$ cat src/rtl/ctrl_pkg.sv
// ctrl_pkg: opcode values, datapath select encodings, FSM state and
// instruction-class types shared by the multi-cycle control unit.
package ctrl_pkg;

    // RV32I major opcodes (instr[6:0])
    localparam logic [6:0] OPC_LUI      = 7'b0110111;
    localparam logic [6:0] OPC_AUIPC    = 7'b0010111;
    localparam logic [6:0] OPC_OP_IMM   = 7'b0010011;
    localparam logic [6:0] OPC_OP       = 7'b0110011;
    localparam logic [6:0] OPC_JAL      = 7'b1101111;
    localparam logic [6:0] OPC_JALR     = 7'b1100111;
    localparam logic [6:0] OPC_BRANCH   = 7'b1100011;
    localparam logic [6:0] OPC_LOAD     = 7'b0000011;
    localparam logic [6:0] OPC_STORE    = 7'b0100011;
    localparam logic [6:0] OPC_MISC_MEM = 7'b0001111;
    localparam logic [6:0] OPC_SYSTEM   = 7'b1110011;

    // ALU operand select encodings
    localparam logic [1:0] ALU_IN1_RS1   = 2'd0;
    localparam logic [1:0] ALU_IN1_I_IMM = 2'd1;
    localparam logic [1:0] ALU_IN1_U_IMM = 2'd2;
    localparam logic       ALU_IN2_RS2   = 1'b0;
    localparam logic       ALU_IN2_PC    = 1'b1;

    // Controller state encoding (visible on the state output)
    typedef enum logic [2:0] {
        ST_FETCH  = 3'd0,
        ST_DECODE = 3'd1,
        ST_EXEC   = 3'd2,
        ST_MEM    = 3'd3,
        ST_WB     = 3'd4,
        ST_TRAP   = 3'd5
    } state_t;

    // Where an instruction goes after EXEC
    typedef enum logic [1:0] {
        CLS_WB     = 2'd0,  // ALU/jump result written back
        CLS_LOAD   = 2'd1,  // MEM then WB
        CLS_STORE  = 2'd2,  // MEM then retire
        CLS_RETIRE = 2'd3   // retire straight from EXEC
    } instr_class_t;

endpackage

$ cat src/rtl/ctrl_decode.sv
// ctrl_decode: combinational opcode classifier producing the instruction
// class, decode flags, ALU operand selects and the illegal-opcode flag.
module ctrl_decode
    import ctrl_pkg::*;
(
    input  logic [6:0]   opcode,
    output instr_class_t cls,
    output logic         is_branch,
    output logic         is_jmp,
    output logic         link_reg,
    output logic [1:0]   alu_in1,
    output logic         alu_in2,
    output logic         illegal
);

    // Classify the opcode; unknown opcodes leave every flag cleared
    always_comb begin
        cls       = CLS_WB;
        is_branch = 1'b0;
        is_jmp    = 1'b0;
        link_reg  = 1'b0;
        alu_in1   = ALU_IN1_RS1;
        alu_in2   = ALU_IN2_RS2;
        illegal   = 1'b0;
        case (opcode)
            OPC_LUI:      alu_in1 = ALU_IN1_U_IMM;
            OPC_AUIPC: begin
                alu_in1 = ALU_IN1_U_IMM;
                alu_in2 = ALU_IN2_PC;
            end
            OPC_OP_IMM:   alu_in1 = ALU_IN1_I_IMM;
            OPC_OP:       cls     = CLS_WB;
            OPC_JAL:      is_jmp  = 1'b1;
            OPC_JALR: begin
                is_jmp   = 1'b1;
                link_reg = 1'b1;
                alu_in1  = ALU_IN1_I_IMM;
            end
            OPC_BRANCH: begin
                cls       = CLS_RETIRE;
                is_branch = 1'b1;
            end
            OPC_LOAD: begin
                cls     = CLS_LOAD;
                alu_in1 = ALU_IN1_I_IMM;
            end
            OPC_STORE:    cls = CLS_STORE;
            OPC_MISC_MEM: cls = CLS_RETIRE;
            OPC_SYSTEM:   cls = CLS_RETIRE;
            default:      illegal = 1'b1;
        endcase
    end

endmodule

$ cat src/rtl/multicycle_ctrl.sv
// multicycle_ctrl: sequenced FETCH/DECODE/EXEC/MEM/WB control unit for the
// multi-cycle RV32I core, with illegal-opcode and memory-timeout trapping.
// Optional build macro CTRL_PERF_CNT_EN adds cycle_cnt and instret_cnt outputs.
module multicycle_ctrl #(
    parameter int unsigned ALU_LAT     = 1,
    parameter int unsigned MEM_TIMEOUT = 16
) (
    input  logic        clk,
    input  logic        rst_n,
    input  logic [6:0]  opcode,
    output logic        imem_req,
    input  logic        imem_ack,
    output logic        ir_we,
    output logic        dmem_req,
    output logic        dmem_we,
    input  logic        dmem_ack,
    output logic        pc_we,
    output logic        rd_w,
    output logic        is_branch,
    output logic        is_jmp,
    output logic        link_reg,
    output logic [1:0]  alu_in1,
    output logic        alu_in2,
    output logic        illegal,
    output logic        fault,
`ifdef CTRL_PERF_CNT_EN
    output logic [31:0] cycle_cnt,
    output logic [31:0] instret_cnt,
`endif
    output logic [2:0]  state
);

    import ctrl_pkg::*;

    localparam int unsigned EXEC_W = (ALU_LAT > 1) ? $clog2(ALU_LAT) : 1;
    localparam int unsigned WAIT_W = (MEM_TIMEOUT > 0) ? $clog2(MEM_TIMEOUT + 1) : 1;
    localparam logic [EXEC_W-1:0] EXEC_LOAD = EXEC_W'(ALU_LAT - 1);
    localparam logic [WAIT_W-1:0] WAIT_LAST = (MEM_TIMEOUT > 0) ? WAIT_W'(MEM_TIMEOUT - 1) : '0;

    state_t            state_q;
    state_t            state_d;
    instr_class_t      cls_q;
    logic [EXEC_W-1:0] exec_cnt;
    logic [WAIT_W-1:0] wait_cnt;
    logic              timeout_hit;
    logic              ir_we_c;
    logic              pc_we_c;
    logic              rd_w_c;

    instr_class_t      dec_cls;
    logic              dec_is_branch;
    logic              dec_is_jmp;
    logic              dec_link_reg;
    logic [1:0]        dec_alu_in1;
    logic              dec_alu_in2;
    logic              dec_illegal;

    ctrl_decode u_decode (
        .opcode    (opcode),
        .cls       (dec_cls),
        .is_branch (dec_is_branch),
        .is_jmp    (dec_is_jmp),
        .link_reg  (dec_link_reg),
        .alu_in1   (dec_alu_in1),
        .alu_in2   (dec_alu_in2),
        .illegal   (dec_illegal)
    );

    // The wait counter is about to reach MEM_TIMEOUT without an ack
    assign timeout_hit = (MEM_TIMEOUT != 0) && (wait_cnt == WAIT_LAST);

    // Next-state logic, Moore request outputs and raw strobes
    always_comb begin
        state_d  = state_q;
        imem_req = 1'b0;
        dmem_req = 1'b0;
        dmem_we  = 1'b0;
        ir_we_c  = 1'b0;
        pc_we_c  = 1'b0;
        rd_w_c   = 1'b0;
        case (state_q)
            ST_FETCH: begin
                imem_req = 1'b1;
                if (imem_ack) begin
                    ir_we_c = 1'b1;
                    state_d = ST_DECODE;
                end else if (timeout_hit) begin
                    state_d = ST_TRAP;
                end
            end
            ST_DECODE: state_d = dec_illegal ? ST_TRAP : ST_EXEC;
            ST_EXEC: begin
                if (exec_cnt == '0) begin
                    case (cls_q)
                        CLS_LOAD, CLS_STORE: state_d = ST_MEM;
                        CLS_RETIRE: begin
                            pc_we_c = 1'b1;
                            state_d = ST_FETCH;
                        end
                        default: state_d = ST_WB;
                    endcase
                end
            end
            ST_MEM: begin
                dmem_req = 1'b1;
                dmem_we  = (cls_q == CLS_STORE);
                if (dmem_ack) begin
                    if (cls_q == CLS_STORE) begin
                        pc_we_c = 1'b1;
                        state_d = ST_FETCH;
                    end else begin
                        state_d = ST_WB;
                    end
                end else if (timeout_hit) begin
                    state_d = ST_TRAP;
                end
            end
            ST_WB: begin
                rd_w_c  = 1'b1;
                pc_we_c = 1'b1;
                state_d = ST_FETCH;
            end
            ST_TRAP: state_d = ST_TRAP;
            default: state_d = ST_FETCH;
        endcase
    end

    // Strobes are suppressed in a reset cycle so an abandoned instruction never retires
    assign ir_we = ir_we_c & rst_n;
    assign pc_we = pc_we_c & rst_n;
    assign rd_w  = rd_w_c & rst_n;
    assign state = state_q;

    // State register, EXEC latency counter, ack-wait counter and sticky fault
    always_ff @(posedge clk) begin
        if (!rst_n) begin
            state_q  <= ST_FETCH;
            exec_cnt <= '0;
            wait_cnt <= '0;
            fault    <= 1'b0;
        end else begin
            state_q <= state_d;
            if (state_q == ST_DECODE) begin
                exec_cnt <= EXEC_LOAD;
            end else if (state_q == ST_EXEC && exec_cnt != '0) begin
                exec_cnt <= exec_cnt - EXEC_W'(1);
            end
            if (state_d != state_q) begin
                wait_cnt <= '0;
            end else if (MEM_TIMEOUT != 0 && (state_q == ST_FETCH || state_q == ST_MEM)) begin
                wait_cnt <= wait_cnt + WAIT_W'(1);
            end
            if (state_d == ST_TRAP) begin
                fault <= 1'b1;
            end
        end
    end

    // Decode flags and selects captured in DECODE, held for the whole instruction
    always_ff @(posedge clk) begin
        if (!rst_n) begin
            cls_q     <= CLS_WB;
            is_branch <= 1'b0;
            is_jmp    <= 1'b0;
            link_reg  <= 1'b0;
            alu_in1   <= ALU_IN1_RS1;
            alu_in2   <= ALU_IN2_RS2;
            illegal   <= 1'b0;
        end else if (state_q == ST_DECODE) begin
            cls_q     <= dec_cls;
            is_branch <= dec_is_branch;
            is_jmp    <= dec_is_jmp;
            link_reg  <= dec_link_reg;
            alu_in1   <= dec_alu_in1;
            alu_in2   <= dec_alu_in2;
            if (dec_illegal) begin
                illegal <= 1'b1;
            end
        end
    end

`ifdef CTRL_PERF_CNT_EN
    // Free-running performance counters, wrapping modulo 2^32
    always_ff @(posedge clk) begin
        if (!rst_n) begin
            cycle_cnt   <= '0;
            instret_cnt <= '0;
        end else begin
            if (state_q != ST_TRAP) begin
                cycle_cnt <= cycle_cnt + 32'd1;
            end
            if (pc_we) begin
                instret_cnt <= instret_cnt + 32'd1;
            end
        end
    end
`endif

endmodule

$ cat config.mk
export PLATFORM = sky130hd
export DESIGN_NAME = multicycle_ctrl
export DESIGN_NICKNAME = d
export VERILOG_FILES = /design/src/rtl/ctrl_pkg.sv /design/src/rtl/ctrl_decode.sv /design/src/rtl/multicycle_ctrl.sv
export SDC_FILE = /design/constraint.sdc
export NUM_CORES = 1
export LEC_CHECK = 0
export CELL_PAD_IN_SITES_DETAIL_PLACEMENT = 1
export CELL_PAD_IN_SITES_GLOBAL_PLACEMENT = 2
export CORE_AREA = 8 8 75 77
export DETAILED_ROUTE_END_ITERATION = 12
export DIE_AREA = 0 0 83 85
export GPL_TIMING_DRIVEN = 1
export HOLD_SLACK_MARGIN = 0.02
export MAX_ROUTING_LAYER = met4
export PLACE_DENSITY_LB_ADDON = 0.08
export SLEW_MARGIN = 20
export SYNTH_ARGS = -nofsm -noshare
export SYNTH_HDL_FRONTEND = slang
export SYNTH_SLANG_ARGS = --single-unit
$ cat constraint.sdc
create_clock -name clk -period 2 [get_ports clk]
set_input_delay 0.4 -clock clk [delete_from_list [all_inputs] [get_ports clk]]
set_output_delay 0.4 -clock clk [all_outputs]
set_load 0.1 [all_outputs]
-- Word level (Yosys, flattened, before mapping)
Index checks and enable logic that the tools add are counted.
- bits of input ports: 11
- bits in registers: 19
- word-level logic and storage cells: 77
- output and inout bits: 17
- reduce and logical (&&, ||, !) cells: 12
- mux-type cells: 25
- equality and inequality tests: 22
- add/sub/neg operators: 2
- bitwise gates (word level): 5
- operators by type and width (kind ; count):
    7-bit == test (second input constant) ; 4
    7-bit by 6-bit == test with 1-bit output (second input constant) ; 3
    3-bit 2-to-1 mux ; 6
    3-bit case mux with 5 select lines ; 1
    7-bit by 5-bit == test with 1-bit output (second input constant) ; 2
    1-bit 2-to-1 mux ; 14
    11-bit OR reduction ; 1
    2-bit OR reduction ; 5
    3-bit == test (second input constant) ; 3
    7-bit by 2-bit == test with 1-bit output (second input constant) ; 1
    7-bit by 4-bit == test with 1-bit output (second input constant) ; 1
    3-bit by 2-bit == test with 1-bit output (second input constant) ; 2
    2-bit case mux with 3 select lines ; 1
    3-bit case mux with 2 select lines ; 1
    3-bit OR reduction ; 2
    5-bit by 1-bit adder with 5-bit output (second input constant) ; 1
    5-bit by 4-bit == test with 1-bit output (second input constant) ; 1
    2-bit == test (second input constant) ; 2
    2-bit case mux with 2 select lines ; 1
    1-bit bitwise AND ; 3
    3-bit by 1-bit == test with 1-bit output (second input constant) ; 1
    3-bit logical NOT ; 1
    3-bit inequality test ; 1
    1-bit case mux with 3 select lines ; 1
    6 further kinds ; 7

-- Depth between registers and ports, before layout
- word-level depth: 7
- gate-level depth with buffers: 8
- depth with buffers taken out: 8

-- Cells and area by module
From an unflattened synthesis, not the netlist that was laid out.
- cell total of the unflattened synthesis: 151
- area, all modules: 1209.9 um^2
- by module, submodules not included (module ; cells each ; instances ; area each (um^2) ; seq. area each (um^2)):
    multicycle_ctrl ; 120 ; 1 ; 1014.7 ; 380.4
    ctrl_decode ; 31 ; 1 ; 195.2 ; 0.0

-- Worst setup path after synthesis
Ideal clock, no wire load.
- path type: reg2out
- from: register state_q[1], in the netlist state[1]
- to: output port ir_we
- slack: -1.636 ns
- buffers on the path: 1
- data arrival time: 3.236 ns
- cell stages (with the launch flop): 5
- required time: 1.600 ns
- path through: dfxtp_1 > buf_2 > nor2_1 > nand2_1 > nor3_1
- longest elaborated chain between the ends: 3
- RTL lines (what ; line ; RTL):
    start, declared ; multicycle_ctrl.sv:40 ; state_t state_q;
    start signal, assigned ; multicycle_ctrl.sv:142 ; state_q <= state_d;
    3-bit logical NOT ; multicycle_ctrl.sv:81 ; case (state_q)
    1-bit 2-to-1 mux ; multicycle_ctrl.sv:81 ;
    1-bit bitwise AND ; multicycle_ctrl.sv:129 ; assign ir_we = ir_we_c & rst_n;
    end, declared ; multicycle_ctrl.sv:13 ; output logic ir_we,
No other way between the ends.

-- Worst setup path after layout
- from: register cls_q[0]
- to: output port pc_we
- longest elaborated chain between the ends: 5
- elaborated cells between the ends (all ways): 8
- those cells by class: eq/ne: 2; mux: 5; bitwise: 1
- RTL lines (what ; line ; RTL):
    start, declared ; multicycle_ctrl.sv:42 ; instr_class_t cls_q;
    start signal, assigned ; multicycle_ctrl.sv:170 ; cls_q <= dec_cls;
    2-bit == test, on equally long branches ; multicycle_ctrl.sv:108, multicycle_ctrl.sv:94 ;
    1-bit 2-to-1 mux, on equally long branches ; multicycle_ctrl.sv:108, multicycle_ctrl.sv:94 ;
    1-bit 2-to-1 mux, on equally long branches ; multicycle_ctrl.sv:107, multicycle_ctrl.sv:93 ;
    1-bit case mux with 3 select lines (*) ; multicycle_ctrl.sv:81 ;
    1-bit bitwise AND (*) ; multicycle_ctrl.sv:130 ; assign pc_we = pc_we_c & rst_n;
    end, declared ; multicycle_ctrl.sv:17 ; output logic pc_we,
Every way passes the cells marked *; elsewhere a longest branch is shown, timed or not.

==> flow_metrics.env <==
export IMPL_drtPass1Iterations=4
export IMPL_p_sw_uw=809
export IMPL_power_frac_clock=0.163
export IMPL_cts_htree_levels=1
export IMPL_fin_cells=247
export IMPL_cts_clk_slew_worst_paths_ps=80
export IMPL_cp_cell_sequence="inv_2 > ha_2 > a32o_1 > a22oi_2 > nor2b_4 > buf_12"
export IMPL_ys_seq_elements=19
export IMPL_comb_power_share=0.544
export IMPL_p_total_uw=1720
export IMPL_hold_violations=0
export IMPL_drt_vias_per_instance=5.12
export IMPL_fillCellCount=521
export IMPL_cts_sinks=19
export IMPL_die_w_um=83
export IMPL_clock_skew_final_ps=6.57
export IMPL_cp_max_fo=3
export IMPL_port_buffers=27
export IMPL_core_region_area_um2=4540
export IMPL_wl_per_cell_um=16.2
export IMPL_rows=25
export IMPL_io_pins=28
export IMPL_finalCriticalPeriod_ps=1930
export IMPL_dp_cells=242
export IMPL_synthArstFlopShare=0
export IMPL_post_dp_cell_area_um2=1730
export IMPL_nNetsFinal=210
export IMPL_synth_main_ff_cell="dfxtp_1"
export IMPL_cts_tree="yes"
export IMPL_drive_gt1_frac=0.337
export IMPL_area_sequential_um2=394
export IMPL_p_leak_uw=0.000726
export IMPL_syn_area_um2=1170
export IMPL_yosysWarnings=0
export IMPL_worst_slew_pin_slew_ps=482
export IMPL_avgSynthCellArea_um2=7.75
export IMPL_cp_arrival_ps=1530
export IMPL_synth_nets=167
export IMPL_clock_latency_ps=260
export IMPL_crit_required_ps=1600
export IMPL_finalSetupViolations=0
export IMPL_initial_utilization=0.258
export IMPL_numCtsBuffers=3
export IMPL_max_freq_mhz=518
export IMPL_setup_tns_ps=0
export IMPL_cts_root_buffer="clkbuf_8"
export IMPL_relSlewSlack=0.678
export IMPL_largest_register="wait_cnt"
export IMPL_max_stage_delay_ps=370
export IMPL_ys_types=46
export IMPL_grt_start_max_net_pins=23
export IMPL_routed_wl_mm=4.00
export IMPL_final_cell_area_um2=1830
export IMPL_startpoint_type="register"
export IMPL_period_share=0.965
export IMPL_syn_inst=151
export IMPL_dp_hpwl_mm=3.17
export IMPL_die_h_um=85
export IMPL_multi_input_area_um2=816
export IMPL_crit_path_top_delay_cell="dfxtp_2"
export IMPL_die_area_um2=7060
export IMPL_critPathKind="reg -> out"
export IMPL_drc=0
export IMPL_grt_overflow=0
export IMPL_status="complete, no violations"
export IMPL_place_gp_congestion=0.800
export IMPL_cp_num_buf_inv=2
export IMPL_vdd_drop_max_uv=605
export IMPL_first_iter_violations=10
export IMPL_ys_seq_area_frac=0.325
export IMPL_powerDensity_nw_per_um2=937
export IMPL_antenna_found_initial=0
export IMPL_maxCapViolCount=0
export IMPL_first_global_vias=1362
export IMPL_largest_reg_flops=5
export IMPL_hold_path_class="reg -> reg"
export IMPL_grtUsageTotal=0.119
export IMPL_synth_edf_count=0
export IMPL_clockBufferDepth=2
export IMPL_num_antenna_cells=0
export IMPL_final_max_slew_viol_count=0
export IMPL_path_delay_family="compound AO/OA/AOI/OAI gates"
export IMPL_p_int_uw=908
export IMPL_dr_total_vias=1265
export IMPL_worstSetupEndpointType="output port"
export IMPL_p_seq_frac=0.294
export IMPL_grt_pass1_wl_mm=6.77
export IMPL_fin_util=0.404
export IMPL_syn2layout_area_growth_pct=56.7
export IMPL_p_sw_frac=0.471
export IMPL_ant_nets=0
[cell type report]
type / instances / area share
Clock buffer: 3 / 0.0225
Clock inverter: 1 / 0.00273
Inverter: 7 / 0.0143
Multi-Input combinational cell: 117 / 0.445
Sequential cell: 19 / 0.215
Tap cell: 54 / 0.0369
Timing Repair Buffer: 46 / 0.263
[cell usage in the layout, fill, tap and decap left out, types with 3 or more instances in the layout]
cell type         n
clkbuf_8          3
nand4_1           3
nor2b_1           6
nor3_1            3
buf_4            27
xor2_1            3
a21oi_1           9
inv_1             6
o21ai_0           7
buf_12            9
ha_1              3
clkdlybuf4s50_1  10
nor2_1           19
dfxtp_4           3
nand2_1          14
dfxtp_1          14
[cell usage after synthesis (2+ instances only)]
| library cell | n | area [um^2] |
|---|---|---|
| a211o_1 | 2 | 17.5 |
| a211oi_1 | 2 | 15.0 |
| a21oi_1 | 10 | 50.1 |
| a22oi_1 | 3 | 22.5 |
| a31oi_1 | 2 | 12.5 |
| and2_1 | 2 | 12.5 |
| and3_1 | 2 | 12.5 |
| buf_2 | 4 | 20.0 |
| dfxtp_1 | 19 | 380 |
| ha_1 | 5 | 62.6 |
| inv_1 | 7 | 26.3 |
| nand2_1 | 14 | 52.6 |
| nand3_1 | 2 | 10.0 |
| nand4_1 | 3 | 18.8 |
| nor2_1 | 21 | 78.8 |
| nor2b_1 | 8 | 50.1 |
| nor3_1 | 5 | 25.0 |
| nor3b_1 | 2 | 15.0 |
| o211ai_1 | 2 | 15.0 |
| o21ai_0 | 7 | 35.0 |
| or3b_1 | 2 | 17.5 |
| xor2_1 | 3 | 26.3 |
[logic make-up after synthesis]
logic type,share of synthesized area
AO/OA/AOI/OAI,0.220
XOR/XNOR,0.0300
adder cells (fa/ha/maj),0.0535
buffers and inverters,0.0567
flip-flops,0.325
multiplexers,0.00856
AND/OR/NAND/NOR,0.306
[power by group through the flow]
stage	Clock (uW)	Sequential (uW)	Combinational, uW
final	279	504	934
after global routing	309	515	1000
after CTS	295	501	934
after detailed placement	0	508	919
after global placement	0	504	905
after floorplan	0	640	489
[worst reg2reg max path: stages, from the launching register on]
cell and delay (ps):
dfxtp_1 320, ha_1 210, and3_4 190, ha_4 180
o32ai_2 250, a21oi_1 100, a311o_2 420, a211oi_2 140
[stage by stage]
| step | worst slack, ps | hold WS, ps |
|---|---|---|
| 2_1_floorplan | -108 | 472 |
| 3_3_place_gp | -130 | 455 |
| 3_5_place_dp | -179 | 464 |
| 4_1_cts | 3.89 | 481 |
| 5_1_grt | -10.5 | 502 |
| 6_report | 70.8 | 477 |
[per-layer routing]
metal  vias to the layer above  global-route usage  routed length [um]
met5                         -                   -                   0
met4                         0              0.0335                  32
met3                         4              0.0268                 125
met2                        24               0.204                2040
met1                       618               0.134                1810
li1                        619                   -                   -
[path summary, 6_finish.rpt]
check | start | endpoint | slack [ps] | cells past startpoint
setup / recovery | cls_q[0]$_SDFFE_PN0N_ | pc_we | 70 | 6
hold / removal | alu_in2$_SDFFE_PN0N_ | alu_in2$_SDFFE_PN0N_ | 480 | 2
setup reg to reg | wait_cnt[0]$_SDFFE_PP0P_ | wait_cnt[4]$_SDFFE_PP0P_ | 110 | 7
hold reg to reg | alu_in2$_SDFFE_PN0N_ | alu_in2$_SDFFE_PN0N_ | 480 | 2
[timing repair]
item,CTS,global route
resized for setup,3,10
hold endpoints to repair,0,0
buffers inserted,1,0
hold buffers,0,0
pin swaps,1,3
endpoints found under the setup margin,1,8
No activity file was read; power rests on OpenSTA's default activity.
